`config.mk`:
```
export PLATFORM = sky130hd
export DESIGN_NAME = dcache_responder
export DESIGN_NICKNAME = d
export VERILOG_FILES = /design/src/rtl/dcache_responder.sv
export SDC_FILE = /design/constraint.sdc
export NUM_CORES = 1
export LEC_CHECK = 0
export CORE_AREA = 5 5 387 237
export CTS_BUF_LIST = sky130_fd_sc_hd__clkbuf_8
export CTS_CLUSTER_DIAMETER = 80
export DETAILED_ROUTE_END_ITERATION = 12
export DIE_AREA = 0 0 392 242
export GPL_ROUTABILITY_DRIVEN = 0
export PLACE_DENSITY = 0.87
export SYNTH_ARGS = -nofsm -noshare
export SYNTH_HDL_FRONTEND = slang
export SYNTH_SLANG_ARGS = --single-unit
```
`constraint.sdc`:
```
create_clock -name CLK -period 9.3 [get_ports CLK]
set_input_delay 1.86 -clock CLK [delete_from_list [all_inputs] [get_ports CLK]]
set_output_delay 1.86 -clock CLK [all_outputs]
set_load 0.02 [all_outputs]
```
`src/rtl/dcache_responder.sv`:
```
// Direct-mapped write-back/write-allocate data cache, one-word lines: same-cycle hits, misses via RAM port.
// Halt flushes dirty lines, writes the hit count to HITCNT_ADDR, then holds flushed until reset.
module dcache_responder #(
  parameter int          SETS        = 16,
  parameter logic [31:0] HITCNT_ADDR = 32'h0000_3100
) (
  input  logic        CLK,
  input  logic        nRST,
  input  logic        halt,
  input  logic        dmemREN,
  input  logic        dmemWEN,
  input  logic [31:0] dmemaddr,
  input  logic [31:0] dmemstore,
  output logic [31:0] dmemload,
  output logic        dhit,
  output logic        dREN,
  output logic        dWEN,
  output logic [31:0] daddr,
  output logic [31:0] dstore,
  input  logic [31:0] dload,
  input  logic        dwait,
  output logic        flushed
);
  localparam int IDX = $clog2(SETS);
  localparam int TW  = 30 - IDX;

  typedef enum logic [2:0] {IDLE, WB, FETCH, FLUSH, CNT, DONE} state_t;

  state_t          state_q, state_d;
  logic [IDX-1:0]  fidx_q, fidx_d;
  logic [31:0]     hitcnt_q, hitcnt_d;
  logic            valid_q [SETS];
  logic            dirty_q [SETS];
  logic [TW-1:0]   tag_q   [SETS];
  logic [31:0]     data_q  [SETS];

  logic [IDX-1:0]  idx;
  logic [TW-1:0]   rtag;
  logic            req, hit, fl_dirty;
  logic            unused_lsb;

  assign idx        = dmemaddr[IDX+1:2];
  assign rtag       = dmemaddr[31:IDX+2];
  assign req        = dmemREN | dmemWEN;
  assign hit        = valid_q[idx] && (tag_q[idx] == rtag);
  assign fl_dirty   = valid_q[fidx_q] && dirty_q[fidx_q];
  assign unused_lsb = ^dmemaddr[1:0];

  always_comb begin
    dhit     = 1'b0;
    dmemload = '0;
    dREN     = 1'b0;
    dWEN     = 1'b0;
    daddr    = '0;
    dstore   = '0;
    flushed  = 1'b0;
    state_d  = state_q;
    fidx_d   = fidx_q;
    hitcnt_d = hitcnt_q;
    case (state_q)
      IDLE: begin
        // A pending request always wins over halt so the pipeline is never left stalled.
        if (req && hit) begin
          dhit     = 1'b1;
          dmemload = data_q[idx];
          hitcnt_d = hitcnt_q + 32'd1;
        end else if (req) begin
          state_d = dirty_q[idx] ? WB : FETCH;
        end else if (halt) begin
          state_d = FLUSH;
        end
      end
      WB: begin
        dWEN   = 1'b1;
        daddr  = {tag_q[idx], idx, 2'b00};
        dstore = data_q[idx];
        if (!dwait) state_d = FETCH;
      end
      FETCH: begin
        dREN  = 1'b1;
        daddr = {dmemaddr[31:2], 2'b00};
        if (!dwait) state_d = IDLE;
      end
      FLUSH: begin
        if (fl_dirty) begin
          dWEN   = 1'b1;
          daddr  = {tag_q[fidx_q], fidx_q, 2'b00};
          dstore = data_q[fidx_q];
        end
        if (!fl_dirty || !dwait) begin
          fidx_d = fidx_q + IDX'(1);
          if (&fidx_q) state_d = CNT;
        end
      end
      CNT: begin
        dWEN   = 1'b1;
        daddr  = HITCNT_ADDR;
        dstore = hitcnt_q;
        if (!dwait) state_d = DONE;
      end
      DONE:    flushed = 1'b1;
      default: state_d = IDLE;
    endcase
  end

  always_ff @(posedge CLK) begin
    if (nRST) begin
      state_q  <= IDLE;
      fidx_q   <= '0;
      hitcnt_q <= '0;
      for (int i = 0; i < SETS; i++) begin
        valid_q[i] <= 1'b0;
        dirty_q[i] <= 1'b0;
      end
    end else begin
      state_q  <= state_d;
      fidx_q   <= fidx_d;
      hitcnt_q <= hitcnt_d;
      case (state_q)
        IDLE: if (dhit && dmemWEN) begin
          data_q[idx]  <= dmemstore;
          dirty_q[idx] <= 1'b1;
        end
        WB: if (!dwait) dirty_q[idx] <= 1'b0;
        FETCH: if (!dwait) begin
          data_q[idx]  <= dload;
          tag_q[idx]   <= rtag;
          valid_q[idx] <= 1'b1;
          dirty_q[idx] <= 1'b0;
        end
        FLUSH: if (fl_dirty && !dwait) dirty_q[fidx_q] <= 1'b0;
        default: ;
      endcase
    end
  end
endmodule

```
==> impl_metrics.yaml <==
clocking:
  clockRootBuffer: "clkbuf_8"
  cts_tree: "done"
  cts_setup_buffers: 0
  path_clk_slew_ns: 0.06
  clock-sinks: 1003
  htree_levels: 4
  post_cts_resize_count: 0
  cts_buffers: 151
  clockBufferDepth: 3
  clock_latency_ns: 0.84
  hold_buffers: 0
placement:
  dp_hpwl_um: 85870
  dpl.cell_count: 4108
  port_buffers: 197
  place_area_um2: 52980
sta:
  hold_slack_ns: 0.5112
  slew_headroom: 0.1135
  rsz0062_at_grt: "no"
  tightest_slew_ns: 1.325
  fin_crit_sh: 0.9072
  finalCriticalPeriod_ns: 8.437
  setup_tns_ns: 0
  finalSetupViolCount: 0
  max_freq_mhz: 118.5
  hold_viol_final: 0
  drv_slew: 0
  skew_ns: 0.05204
route:
  post-route-drc-count: 0
  wirelength_um: 144400
  routedWlPerCell_um: 32.88
  drt_iter0_markers: 5638
  ant_nets: 0
  vias: 32200
  drtPass1Iterations: 7
  via_per_inst: 7.333
logic_synthesis:
  synthCells: 2888
  yosysSeqAreaShare: 0.5963
  synth_seq_cells: 1003
  synth_edf_count: 944
  syn_area_um2: 49520
  yosys_warnings: 0
  syn_avg_cell_area_um2: 17.15
  synth_flop_cell: "edfxtp_1"
  yosys.cell_types.count: 76
  synthArstFlopShare: 0
pwr:
  power_density_nw_per_um2: 187.4
  leakagePower_nw: 17.56
  max-vdd-ir-drop_mv: 0.1210
critical_path:
  cp-startpoint: "dmemaddr[2]"
  r2r-start: "tag_q[10][5]"
  crit_path_max_fanout: 60
  cp_data_required_time_ns: 7.44
  r2r_cells: 8
  cp.arrival_ns: 6.58
  cp-start-kind: "input pin"
  worstSetupPathType: "in2out"
  end_kind: "output pin"
global_route:
  top_usage_layer: "met2"
  grt_max_degree: 101
  antenna_found_initial: 8
  grt_first_pass_wirelength_um: 212000
  met1_usage: 0.4100
  gr-total-overflow: 0
  grt_pass1_vias: 32850
  grt_use_met3: 0.1060
  grt_usage: 0.3033
  use_met2: 0.4458
floorplan:
  core.rowCount: 85
  dieArea_um2: 94860
  pin_count: 202
  core-area_um2: 88270
  fp.dieW_um: 392
  die_h_um: 242
  initial_core_util: 0.5610
final_layout:
  layout-drive-gt1-share: 0.2846
  nNetsFinal: 3191
  syn_to_final_growth_pct: 13.12
  final_cell_mix: "944 x edfxtp_1, 536 x mux4_2, 220 x nand2_1"
  instances_no_fill: 4391
  layout_commonest_cell: "edfxtp_1"
  fillers: 5718
  stdcell_area_um2: 56020
worst_hold_path:
  hold_start: "valid_q[9]"
  hold_class: "reg2reg"
  hold_path_depth: 2
status:
  outcome: "complete, no violations"
run:
  cap_viol_max_count: 0
[layer usage]
layer | up-vias | wire length [µm]
li1 | 12490 | -
met1 | 16020 | 48250
met2 | 3094 | 65220
met3 | 590 | 23770
met4 | 2 | 7135
met5 | - | 13
[layout make-up]
type	count	area, µm²	share of cell area
flip-flops and latches	1003	29540	0.5274
multi-input cells	1611	19180	0.3424
repair buffers	281	2643	0.04717
clock buffers	170	2340	0.04177
well taps	1174	1469	0.02622
clock inverters	107	679.4	0.01213
inverters	39	146.4	0.002613
diodes	6	15.01	0.0002680
[path summary, 6_finish.rpt]
check	end	slack, ns
setup reg to reg	dirty_q[2]	3.37
hold / removal	valid_q[9]	0.51
hold reg to reg	valid_q[9]	0.51
setup / recovery	dmemload[31]	0.86
[cells in the mapped netlist (40+ instances only)]
master | n | area, µm²
a22oi_1 | 47 | 352.8
buf_1 | 50 | 187.7
clkbuf_1 | 155 | 581.8
dfxtp_1 | 59 | 1181
edfxtp_1 | 944 | 28350
mux2_1 | 42 | 473.0
mux2i_1 | 65 | 650.6
mux4_2 | 536 | 12070
nand2_1 | 221 | 829.6
nand3_1 | 83 | 415.4
nor2_1 | 100 | 375.4
nor2b_1 | 40 | 250.2
o22ai_1 | 43 | 269.0
[metrics by stage]
stage / utilization / power, mW / setup slack [ns]
2_1_floorplan: - / 6.206 / 0.9421
3_3_place_gp: 0.6002 / 6.837 / 1.024
3_5_place_dp: 0.6002 / 6.899 / 0.9043
4_1_cts: 0.6344 / 10.48 / 0.8716
5_1_grt: 0.6345 / 10.81 / 0.4332
6_report: 0.6346 / 10.50 / 0.8626
[where the power goes]
group / total [mW] / leakage [nW] / internal [mW] / switching, mW
sequential: 5.11 / 8.99 / 5.06 / 0.0537
clock: 3.66 / 1.69 / 1.88 / 1.77
combinational: 1.73 / 6.88 / 0.685 / 1.04
[flip-flops by register name, summed over array words and instances, names as in the netlist, named ones only]
| register | cells |
|---|---|
| data_q | 512 |
| fidx_q | 4 |
| tag_q | 416 |
| hitcnt_q | 32 |
| valid_q | 16 |
| dirty_q | 16 |
| state_q | 3 |
[cells by family (layout without fill, tap and decap cells)]
group | after synthesis | after routing | share of synthesized area
fa+ha+maj | 2 | 2 | 0.0005053
buf+inv | 275 | 597 | 0.02352
mux | 676 | 676 | 0.2743
compound gates | 280 | 280 | 0.03967
flops | 1003 | 1003 | 0.5963
other cells | 1 | 8 | 0.00007573
xor+xnor | 24 | 24 | 0.004245
simple gates | 627 | 627 | 0.06140
[critical path, cell delays in order]
cell	delay, ns
buf_8	0.52
buf_12	0.36
buf_4	0.80
mux4_2	0.41
o21a_1	0.15
a21oi_1	0.08
o31ai_1	0.33
nand3_1	0.13
nor4b_1	0.37
and3_1	0.34
buf_12	0.26
and2_1	0.24
clkdlybuf4s50_1	0.63
No activity file was read; power rests on OpenSTA's default activity.
